**src/rtl/uart_cmd_decode.sv**
```systemverilog
// UART 8N1 receiver feeding a write/read command decoder for the SDRAM test path.
// Write frames stream data bytes to the write FIFO, then pulse wr_trig.
module uart_cmd_decode #(
    parameter int         CLK_FREQ = 50_000_000,
    parameter int         BAUD     = 115200,
    parameter int         BAUD_CNT = CLK_FREQ / BAUD,
    parameter logic [7:0] WR_CMD   = 8'h55,
    parameter logic [7:0] RD_CMD   = 8'hAA,
    parameter int         WR_LEN   = 4
) (
    input  logic       sclk,
    input  logic       reset,
    input  logic       rs232_rx,
    output logic [7:0] rx_data,
    output logic       po_flag,
    output logic       wfifo_wr_en,
    output logic [7:0] wfifo_data,
    output logic       wr_trig,
    output logic       rd_trig
);

    localparam int CW = $clog2(BAUD_CNT);
    localparam logic [CW-1:0] CNT_LAST = CW'(BAUD_CNT - 1);
    localparam logic [CW-1:0] CNT_MID  = CW'(BAUD_CNT / 2 - 1);

    typedef enum logic {
        IDLE,
        WR_DATA
    } state_t;

    logic          rx1, rx2, rx3;
    logic          rx_busy;
    logic          rx_done;
    logic [CW-1:0] baud_cnt;
    logic [3:0]    bit_idx;
    logic [7:0]    shift;

    state_t        state, next_state;
    logic [2:0]    cnt, next_cnt;
    logic          next_wr, next_rd, next_last;
    logic          wr_last;

    logic start_edge;
    assign start_edge = rx3 & ~rx2;

    always_ff @(posedge sclk or negedge reset) begin
        if (!reset) begin
            rx1      <= 1'b0;
            rx2      <= 1'b0;
            rx3      <= 1'b0;
            rx_busy  <= 1'b0;
            rx_done  <= 1'b0;
            baud_cnt <= '0;
            bit_idx  <= '0;
            shift    <= '0;
            rx_data  <= '0;
            po_flag  <= 1'b0;
        end else begin
            rx1     <= rs232_rx;
            rx2     <= rx1;
            rx3     <= rx2;
            rx_done <= 1'b0;
            po_flag <= rx_done;
            if (rx_done)
                rx_data <= shift;
            if (!rx_busy) begin
                baud_cnt <= '0;
                bit_idx  <= '0;
                if (start_edge)
                    rx_busy <= 1'b1;
            end else begin
                baud_cnt <= (baud_cnt == CNT_LAST) ? '0 : baud_cnt + 1'b1;
                if (baud_cnt == CNT_MID) begin
                    bit_idx <= bit_idx + 4'd1;
                    if (bit_idx == 4'd0) begin
                        // a high start-bit sample means the edge was a glitch
                        if (rx3)
                            rx_busy <= 1'b0;
                    end else begin
                        shift <= {rx3, shift[7:1]};
                        if (bit_idx == 4'd8) begin
                            rx_busy <= 1'b0;
                            rx_done <= 1'b1;
                        end
                    end
                end
            end
        end
    end

    always_comb begin
        next_state = state;
        next_cnt   = cnt;
        next_wr    = 1'b0;
        next_rd    = 1'b0;
        next_last  = 1'b0;
        if (po_flag) begin
            unique case (state)
                IDLE: begin
                    if (rx_data == WR_CMD) begin
                        next_state = WR_DATA;
                        next_cnt   = 3'd0;
                    end else if (rx_data == RD_CMD) begin
                        next_rd = 1'b1;
                    end
                end
                WR_DATA: begin
                    next_wr  = 1'b1;
                    next_cnt = cnt + 3'd1;
                    if (cnt == 3'(WR_LEN - 1)) begin
                        next_state = IDLE;
                        next_cnt   = 3'd0;
                        next_last  = 1'b1;
                    end
                end
            endcase
        end
    end

    always_ff @(posedge sclk or negedge reset) begin
        if (!reset) begin
            state       <= IDLE;
            cnt         <= '0;
            wfifo_wr_en <= 1'b0;
            wfifo_data  <= '0;
            rd_trig     <= 1'b0;
            wr_last     <= 1'b0;
            wr_trig     <= 1'b0;
        end else begin
            state       <= next_state;
            cnt         <= next_cnt;
            wfifo_wr_en <= next_wr;
            rd_trig     <= next_rd;
            wr_last     <= next_last;
            wr_trig     <= wr_last;
            if (next_wr)
                wfifo_data <= rx_data;
        end
    end

endmodule

```
**config.mk**
```make
export PLATFORM = sky130hd
export DESIGN_NAME = uart_cmd_decode
export DESIGN_NICKNAME = d
export VERILOG_FILES = /design/src/rtl/uart_cmd_decode.sv
export SDC_FILE = /design/constraint.sdc
export NUM_CORES = 1
export LEC_CHECK = 0
export ABC_AREA = 1
export CORE_ASPECT_RATIO = 2
export CORE_MARGIN = 1
export CORE_UTILIZATION = 50
export CTS_BUF_LIST = sky130_fd_sc_hd__clkbuf_16
export DETAILED_ROUTE_END_ITERATION = 8
export GPL_ROUTABILITY_DRIVEN = 0
export PLACE_DENSITY_LB_ADDON = 0.1
export SLEW_MARGIN = 20
export SYNTH_ARGS = -nofsm -noshare
export SYNTH_HDL_FRONTEND = slang
export SYNTH_SLANG_ARGS = --single-unit
```
**constraint.sdc**
```tcl
create_clock -name sclk -period 1.69 [get_ports sclk]
set_input_delay 0.4225 -clock sclk [delete_from_list [all_inputs] [get_ports sclk]]
set_output_delay 0.4225 -clock sclk [all_outputs]
set_load 0.01 [all_outputs]
```
## Word level (Yosys, flattened, before mapping)

Index checks and enable logic that the tools add are counted.

- Flip-flop bits (word level): 51
- Bits of input ports: 3
- Word-level logic and storage cells: 64

- Add/sub/neg operators: 3
- Equal/unequal tests: 8
- Mux-type cells: 29
- Bitwise gates (word level): 4
- Reductions and logical operators: 3

Operator list:

| cell | number |
|---|---|
| $mux 1 | 21 |
| $mux 9 | 2 |
| $add 9x1->9 const B | 1 |
| $eq 9x8->1 const B | 1 |
| $eq 9x9->1 const B | 1 |
| $eq 8x7->1 const B | 1 |
| $eq 8x8->1 const B | 1 |
| $mux 4 | 2 |
| $mux 3 | 2 |
| $pmux 3 s2 | 1 |
| $add 4x1->4 const B | 1 |
| $eq 4x4->1 const B | 1 |
| $logic_not 4->1 | 1 |
| $add 3x1->3 const B | 1 |
| $eq 3x2->1 const B | 1 |
| $not 1->1 | 3 |
| $reduce_and 3->1 | 1 |
| $ne 2x1->1 const B | 1 |
| $ne 2x2->1 const B | 1 |
| $pmux 1 s2 | 1 |
| $reduce_and 2->1 | 1 |
| $and 1x1->1 | 1 |

## Depth between registers and ports, before layout

Gate-level depths: netlist (run 1).

- Depth after elaboration: 5
- Depth in mapped cells: 9

## Least setup slack after synthesis (run 1)

No wires, ideal clock.

- Path type: reg2reg
- From: register bit_idx[0]
- To: register shift[0]
- Setup time: 0.117 ns
- Arrival: 1.145 ns
- Required time: 1.573 ns
- Slack: 0.428 ns
- Stages on the path, launching flop included: 7
- Clock period less this slack: 1.262 ns
- Cell sequence: dfrtp_1 -> inv_1 -> ha_1 -> a21oi_4 -> nand2_2 -> nand2_1 -> nand2_1

- Longest elaborated chain between the ends: 3

RTL lines:

| element | line | text |
|---|---|---|
| start, declared | 35 | `logic [3:0] bit_idx;` |
| start signal, assigned | 74 | `bit_idx <= bit_idx + 4'd1;` |
| $logic_not 4->1 | 75 | `if (bit_idx == 4'd0) begin` |
| $not 1->1 (no line) | - |  |
| $reduce_and 3->1 (no line) | - |  |
| end signal, assigned | 80 | `shift <= {rx3, shift[7:1]};` |
| end, declared | 36 | `logic [7:0] shift;` |

Every way passes these cells.
A chain may end at the register's enable or synchronous reset.

## Final worst setup path (run 1)

- From: register rx_data[1]
- To: output rx_data[1]

RTL lines:

| element | line | text |
|---|---|---|
| start, declared | 14 | `output logic [7:0] rx_data,` |
| start signal, assigned | 65 | `rx_data <= shift;` |

No word-level cell between the ends.

==> flow_summary.toml, run 1 <==
[timing]
period_minus_slack_ns = 1.66
finalMaxSlewViolations = 0
hold_violations = 0
setup_violations = 0
whs_ns = 0.116
fin_setup_tns_ns = 0
max_freq_ghz = 0.602
skew_ns = 0.00350
worst_slew_pin_slew_ns = 0.440
timing.final.crit_share = 0.982
rsz0062_at_grt = "false"
maxSlewHeadroom = 0.707

[flow_run]
maxCapViolCount = 0

[routing]
routed_wl_um = 4210
wl_per_cell_um = 12.8
num_vias = 1702
post-route-drc-count = 0
final_antenna_net_count = 0
first_iter_violations = 46
vias_per_cell = 5.16
drt_pre_antenna_iters = 4

[worst_setup_path]
crit_type = "flip-flop to primary output"
crit_path_max_fanout = 4
critPathCaptureType = "primary output"
worst_path_largest_cell_delay_ns = 0.56
critPathSlowestCell = "clkdlybuf4s50_1"
critPathArrivalTime_ns = 1.24
required_ns = 1.27
critPathBufInv = 1
path_delay_family = "buffers and inverters"
path_cells = "clkdlybuf4s50_1"
startpoint_type = "flip-flop"

[clock_network]
clock-sinks = 51
h-tree-depth = 2
cts.clk_slew.worst_paths_ns = 0.07
cts-buffers-inserted = 5
cts_tree = "yes"
clock_latency_ns = 0.29
ctsResizeCount = 0
cts-root-buf = "clkbuf_16"
clk_path_buf_depth = 2

[global_routing]
track_usage = 0.208
grt_max_degree = 52
grt_pass1_vias = 1672
grt_overflow = 0
antenna_found_initial = 0
grt_pass1_wl_um = 7200

[finish]
area_growth_pct = 22.3
nets = 286
drive_above_1_share = 0.0755
design_area_um2 = 2700
num_antenna_cells = 0

[power]
power_density_nw_per_um2 = 1100
power.total_mw = 2.98
p_leak_nw = 1.34
ir_drop_mv = 0.886

[synthesis]
synth.avg_cell_area_um2 = 8.90
synth_seq_cells = 51
synth_nets = 257
synth_area_um2 = 2210
netlist_instances = 248
synthDistinctLibCells = 20
ys_seq_area_frac = 0.578
synth_warnings = 0

[run_status]
status = "finished clean"

[floorplan]
rows = 33
dieArea_um2 = 4700
core_area_um2 = 4170
initial_core_util = 0.529
die_y_um = 96.0
die_w_um = 49.0
ios = 23

[hold_path]
min_path_type = "primary input to asynchronous set/reset pin"

[place]
dp_hpwl_um = 3000
dpl_cell_area_um2 = 2500
port_buffers = 22
## Yosys cell counts (all sizes together)
| master | number | area (um2) |
|---|---|---|
| inv | 30 | 113 |
| o21ai | 21 | 105 |
| or2 | 1 | 6.26 |
| nand3 | 29 | 145 |
| xor2 | 3 | 26.3 |
| nor3 | 1 | 5.00 |
| dfrtp | 51 | 1280 |
| nand2 | 64 | 248 |
| buf | 2 | 16.3 |
| nand4 | 5 | 31.3 |
| ha | 6 | 75.1 |
| clkbuf | 3 | 11.3 |
| xnor2 | 1 | 8.76 |
| a21oi | 4 | 31.3 |
| nor2 | 27 | 109 |
## placed cells by master, fill, tap and decap left out, drive strengths merged
cell,n
nor2,27
nor3,1
xnor2,1
nand4,5
inv,31
dfrtp,51
clkbuf,5
buf,6
nand2,64
a21oi,4
or2,1
bufinv,2
o21ai,21
nand3,29
clkdlybuf4s50,21
ha,6
xor2,3
## flip-flops by register name (all words and copies together), names as in the netlist, 3 cells and up
signal      cells
baud_cnt        9
rx_data         8
shift           8
wfifo_data      8
bit_idx         4
cnt             3
## layout make-up
| cell class | instances | area [um2] |
|---|---|---|
| fillers | 356 | 1470 |
| flip-flops and latches | 51 | 1280 |
| multi-input cells | 162 | 791 |
| repair buffers | 27 | 265 |
| clock buffers | 5 | 125 |
| inverters | 30 | 113 |
| well taps | 52 | 65.1 |
| clock inverters | 3 | 63.8 |
## kinds of logic after synthesis
group,share of synthesized area
adders and majority gates,0.0340
and+or+nand+nor,0.247
DFF,0.578
xor gates and xnor gates,0.0159
buffers and inverters,0.0635
AOI/OAI and AO/OA,0.0618
## worst register-to-register path: stages, from the launching register on
cell and delay, ns:
dfrtp_1 0.43, inv_1 0.08, ha_1 0.13, inv_1 0.04, nor2_1 0.14, nand2_1 0.12
nor2_4 0.12, buf_4 0.17, nand3_1 0.08, nand2_1 0.08
## per-stage QoR
| step | utilization | worst slack, ns | instances |
|---|---|---|---|
| after floorplan | - | 0.428 | 248 |
| after global placement | 0.600 | 0.274 | 321 |
| after detailed placement | 0.600 | 0.266 | 321 |
| after CTS | 0.647 | 0.0251 | 330 |
| after global routing | 0.647 | 0.000934 | 330 |
| final | 0.647 | 0.0301 | 330 |
## worst paths after layout
path / depth (start not counted) / endpoint / slack [ns] / startpoint
worst max-delay path: 1 / rx_data[1] / 0.03 / rx_data[1]
worst min register to register: 0 / rx2 / 0.35 / rx1
min in group sclk: 0 / rx2 / 0.35 / rx1
max in group asynchronous: 2 / rx3 / 1.34 / reset
worst min-delay path: 2 / wfifo_data[2] / 0.12 / reset
worst max register to register: 9 / shift[3] / 0.24 / baud_cnt[0]
## metal layers
layer  share of wire  up-vias  global-route usage  routed length (um)
li1                -      844                   -                   -
met1            0.38      816               0.204                1600
met2            0.58       36               0.412                2450
met3           0.019        6              0.0379                  82
met4           0.018        0              0.0907                  74
met5               0        -                   0                   0
## power by group
group / switching, mW / internal [mW]
Sequential: 0.0961 / 1.31
Clock: 0.431 / 0.843
Combinational: 0.184 / 0.121
Total: 0.711 / 2.27
## timing repair
action                     4_1_cts  5_1_grt
hold buffers                     0        0
setup buffers                    1        0
setup endpoints to repair        1        0
Note: power is estimated with default switching activity, not from simulation.
==> inputs of run 2 (changes only) <==
--- a/config.mk
+++ b/config.mk
@@ -12,6 +12,7 @@
 export CTS_BUF_LIST = sky130_fd_sc_hd__clkbuf_16
 export DETAILED_ROUTE_END_ITERATION = 8
 export GPL_ROUTABILITY_DRIVEN = 0
+export MAX_ROUTING_LAYER = met4
 export PLACE_DENSITY_LB_ADDON = 0.1
 export SLEW_MARGIN = 20
 export SYNTH_ARGS = -nofsm -noshare
==> run 2 against run 1 <==
- sequential power hardly changed
- largest power group unchanged
- final cell count stayed put
- flip-flop and latch count stayed put
- critical path type unchanged
- critical endpoint unchanged
==> flow_summary.toml, run 2 (synthesis gave the netlist of run 1 again) <==
[power]
internal_power_mw = 2.27
p_sw_mw = 0.710
p_seq_frac = 0.470
ir_drop_mv = 0.885
power.total_mw = 2.98
power.share.clock = 0.427
power_density_nw_per_um2 = 1100
p_leak_nw = 1.34
power_frac_comb = 0.102
p_sw_frac = 0.238

[floorplan]
die_w_um = 49.0
initial_core_util = 0.529
ios = 23
rows = 33
core_area_um2 = 4170
dieArea_um2 = 4700
die_y_um = 96.0

[routing]
final_antenna_net_count = 0
wl_per_cell_um = 12.8
drt_pre_antenna_iters = 4
num_vias = 1698
vias_per_cell = 5.15
post-route-drc-count = 0
routed_wl_um = 4220
first_iter_violations = 46

[global_routing]
grt_max_degree = 52
grt_pass1_wl_um = 7240
grt_pass1_vias = 1668
antenna_found_initial = 0
grt_overflow = 0
track_usage = 0.215

[hold_path]
min_path_type = "primary input to asynchronous set/reset pin"

[finish]
final_cell_count_no_fill = 330
top_register = "baud_cnt"
area_growth_pct = 22.3
largest_register_ffs = 9
fillers = 356
regArea_um2 = 1280
final_common_cell = "nand2_1"
drive_above_1_share = 0.0755
nets = 286
final_cell_mix = "nand2_1 (61), dfrtp_1 (51), inv_1 (29), nand3_1 (29), nor2_1 (26)"
num_antenna_cells = 0
multi_input_area_um2 = 791

[timing]
setup_violations = 0
finalMaxSlewViolations = 0
maxSlewHeadroom = 0.709
max_freq_ghz = 0.602
worst_slew_pin_slew_ns = 0.436
skew_ns = 0.00407
timing.final.crit_share = 0.983
fin_setup_tns_ns = 0
rsz0062_at_grt = "false"
period_minus_slack_ns = 1.66
hold_violations = 0

[clock_network]
cts-buffers-inserted = 5
cts_tree = "yes"
h-tree-depth = 2
cts.clk_slew.worst_paths_ns = 0.07
clock-sinks = 51
cts-root-buf = "clkbuf_16"
clk_path_buf_depth = 2
holdBufCountCts = 0
clock_latency_ns = 0.29

[worst_setup_path]
critPathBufInv = 1
worst_path_largest_cell_delay_ns = 0.56
path_delay_family = "buffers and inverters"
critPathArrivalTime_ns = 1.24
required_ns = 1.27
critPathCaptureType = "primary output"
path_cells = "clkdlybuf4s50_1"
crit_type = "flip-flop to primary output"
crit_path_max_fanout = 4
critPathSlowestCell = "clkdlybuf4s50_1"
startpoint_type = "flip-flop"

[place]
dp_hpwl_um = 3000
port_buffers = 22
placed_cells = 321

[flow_run]
maxCapViolCount = 0

[run_status]
status = "finished clean"
-- run 2: cell counts in the layout (fill, tap and decap cells not counted) --
No cell type changed its count.
-- run 2: power by group through the flow --
stage	sequential (mW)	combinational [mW]	clock, mW
finish	1.40	0.304	1.27
detailed placement	1.42	0.307	0
global route	1.42	0.360	1.34
global placement	1.42	0.300	0
CTS	1.40	0.310	1.29
floorplan	1.40	0.233	0
-- run 2: path summary, 6_finish.rpt --
kind,start,to,slack (ns),cells past startpoint
hold reg to reg,rx1,rx2,0.35,0
min in group sclk,rx1,rx2,0.35,0
setup reg to reg,baud_cnt[0],shift[3],0.23,9
hold / removal,reset,wfifo_data[2],0.12,2
setup / recovery,rx_data[1],rx_data[1],0.03,1
max in group asynchronous,reset,rx3,1.34,2
-- run 2: area by class of cell --
class                      instances  area share
sequential                        51       0.473
multi-input combinational        162       0.293
inverter                          30      0.0417
tap                               52      0.0241
timing repair buffer              27      0.0983
clock inverter                     3      0.0236
clock buffer                       5      0.0464
-- run 2: repair_timing --
item | CTS | global route
gates resized for setup | 0 | 0
endpoints found under the setup margin | 1 | 0
buffers inserted | 1 | 0
endpoints found under the hold margin | 0 | 0
-- run 2: metal layers --
layer | vias to the layer above | GRT usage | routed length (um)
met5 | - | - | 0
met3 | 6 | 0.0379 | 85
met1 | 817 | 0.207 | 1630
met2 | 36 | 0.411 | 2430
li1 | 839 | - | -
met4 | 0 | 0.0907 | 74
-- run 2: metrics by stage --
step / util / setup WS (ns) / hold slack [ns] / area [um2]
floorplan: - / 0.428 / 0.127 / 2210
global placement: 0.600 / 0.274 / 0.335 / 2500
detailed placement: 0.600 / 0.266 / 0.340 / 2500
CTS: 0.647 / 0.0251 / 0.135 / 2700
global route: 0.647 / 0.000938 / 0.139 / 2700
finish: 0.647 / 0.0292 / 0.116 / 2700
==> inputs of run 3 (changes only) <==
--- a/config.mk
+++ b/config.mk
@@ -6,9 +6,11 @@
 export NUM_CORES = 1
 export LEC_CHECK = 0
 export ABC_AREA = 1
+export CELL_PAD_IN_SITES_DETAIL_PLACEMENT = 1
+export CELL_PAD_IN_SITES_GLOBAL_PLACEMENT = 1
 export CORE_ASPECT_RATIO = 2
 export CORE_MARGIN = 1
-export CORE_UTILIZATION = 50
+export CORE_UTILIZATION = 42
 export CTS_BUF_LIST = sky130_fd_sc_hd__clkbuf_16
 export DETAILED_ROUTE_END_ITERATION = 8
 export GPL_ROUTABILITY_DRIVEN = 0
==> run 3 against run 2 <==
- sequential share of layout area increased by 0.78 points
- final cell count increased by 1.8%
- total power decreased by 9.4%
- critical endpoint is now rx_data[7]
==> flow_summary.toml, run 3 (synthesis gave the netlist of run 1 again) <==
[run_status]
status = "finished clean"

[power]
internal_power_mw = 1.97
p_leak_nw = 1.33
ir_drop_mv = 0.933
p_seq_frac = 0.521
p_sw_frac = 0.270
power_density_nw_per_um2 = 1020
power.share.clock = 0.362
p_sw_mw = 0.729
power.total_mw = 2.70
power_frac_comb = 0.117

[clock_network]
cts_tree = "yes"
cts-root-buf = "clkbuf_16"
clock_latency_ns = 0.29
h-tree-depth = 2
cts-buffers-inserted = 5
cts.clk_slew.worst_paths_ns = 0.07
clock-sinks = 51
clk_path_buf_depth = 2
holdBufCountCts = 0

[routing]
post-route-drc-count = 0
vias_per_cell = 5.18
final_antenna_net_count = 0
num_vias = 1742
drt_pre_antenna_iters = 4
wl_per_cell_um = 14.2
routed_wl_um = 4790
first_iter_violations = 19

[worst_setup_path]
path_depth = 1
critPathSlowestCell = "clkdlybuf4s50_1"
startpoint_type = "flip-flop"
rr_startpoint = "baud_cnt[0]"
critPathArrivalTime_ns = 1.24
path_cells = "clkdlybuf4s50_1"
critPathBufInv = 1
required_ns = 1.27
critPathCaptureType = "primary output"
worst_path_largest_cell_delay_ns = 0.55
path_delay_family = "buffers and inverters"
setup.worst_path.start = "rx_data[7]"
r2r_setup_slack_ns = 0.22
r2r_end = "shift[0]"
crit_type = "flip-flop to primary output"
reg2reg_depth = 9
crit_path_max_fanout = 3

[finish]
fillers = 610
multi_input_area_um2 = 791
nets = 286
num_antenna_cells = 0
regArea_um2 = 1280
final_cell_mix = "nand2_1 (61), dfrtp_1 (50), inv_1 (29), nand3_1 (29), nor2_1 (26)"
top_register = "baud_cnt"
design_area_um2 = 2660
final_common_cell = "nand2_1"
area_growth_pct = 20.4
drive_above_1_share = 0.0791
finish.utilization = 0.522
final_cell_count_no_fill = 336
largest_register_ffs = 9

[floorplan]
die_w_um = 53.3
die_y_um = 105
dieArea_um2 = 5570
rows = 37
ios = 23
core_area_um2 = 5090
initial_core_util = 0.433

[place]
dp_hpwl_um = 3610
placed_cells = 328
port_buffers = 22
dpl_cell_area_um2 = 2520
pre_cts_slack_ns = 0.227

[timing]
rsz0062_at_grt = "false"
finalMaxSlewViolations = 0
skew_ns = 0.00452
hold_violations = 0
maxSlewHeadroom = 0.709
max_freq_ghz = 0.602
whs_ns = 0.115
setup_violations = 0
fin_setup_tns_ns = 0
period_minus_slack_ns = 1.66
worst_slew_pin_slew_ns = 0.437
timing.final.crit_share = 0.983
setup_slack_ns = 0.0290

[global_routing]
grt_overflow = 0
antenna_found_initial = 0
grt_pass1_vias = 1874
track_usage = 0.206
grt_pass1_wl_um = 8200
grt_max_degree = 52

[flow_run]
maxCapViolCount = 0

[hold_path]
min_path_type = "primary input to asynchronous set/reset pin"
[run 3: cell types whose count changed in the layout (fill, tap and decap cells not counted), sizes merged]
cell	previous run	this run
bufinv	2	0
clkdlybuf4s50	21	19
dlygate4sd2	0	2
clkinvlp	0	1
clkinv	0	1
[run 3: routing by layer]
| metal | global-route usage | up-vias | wire length [um] |
|---|---|---|---|
| met5 | - | - | 0 |
| met4 | 0.0921 | 0 | 121 |
| met3 | 0.0307 | 9 | 84 |
| met2 | 0.386 | 25 | 2820 |
| met1 | 0.186 | 867 | 1760 |
| li1 | - | 841 | - |
[run 3: how the worst max path moves through the flow]
stage | to | slack (ns)
floorplan | shift[0] | 0.43
global placement | po_flag | 0.28
detailed placement | shift[6] | 0.23
CTS | rx_data[7] | 0.02
global route | rx_data[7] | 0.00009
finish | rx_data[7] | 0.03
[run 3: power by group through the flow]
stage / Combinational, mW / Sequential, mW / Clock, mW
2_1_floorplan: 0.233 / 1.40 / 0
3_3_place_gp: 0.309 / 1.43 / 0
3_5_place_dp: 0.323 / 1.43 / 0
4_1_cts: 0.325 / 1.41 / 1.01
5_1_grt: 0.374 / 1.42 / 1.06
6_report: 0.315 / 1.41 / 0.977
[run 3: repair_timing]
| item | in CTS | in global routing |
|---|---|---|
| endpoints found under the hold margin | 0 | 0 |
| resized for setup | 3 | 0 |
| setup buffers | 0 | 0 |
| endpoints found under the setup margin | 2 | 0 |
[run 3: layout make-up]
| type | count | share of cell area |
|---|---|---|
| Sequential cell | 51 | 0.481 |
| Multi-Input combinational cell | 162 | 0.298 |
| Timing Repair Buffer | 27 | 0.0989 |
| Clock buffer | 5 | 0.0471 |
| Inverter | 30 | 0.0424 |
| Tap cell | 58 | 0.0273 |
| Clock inverter | 3 | 0.00612 |
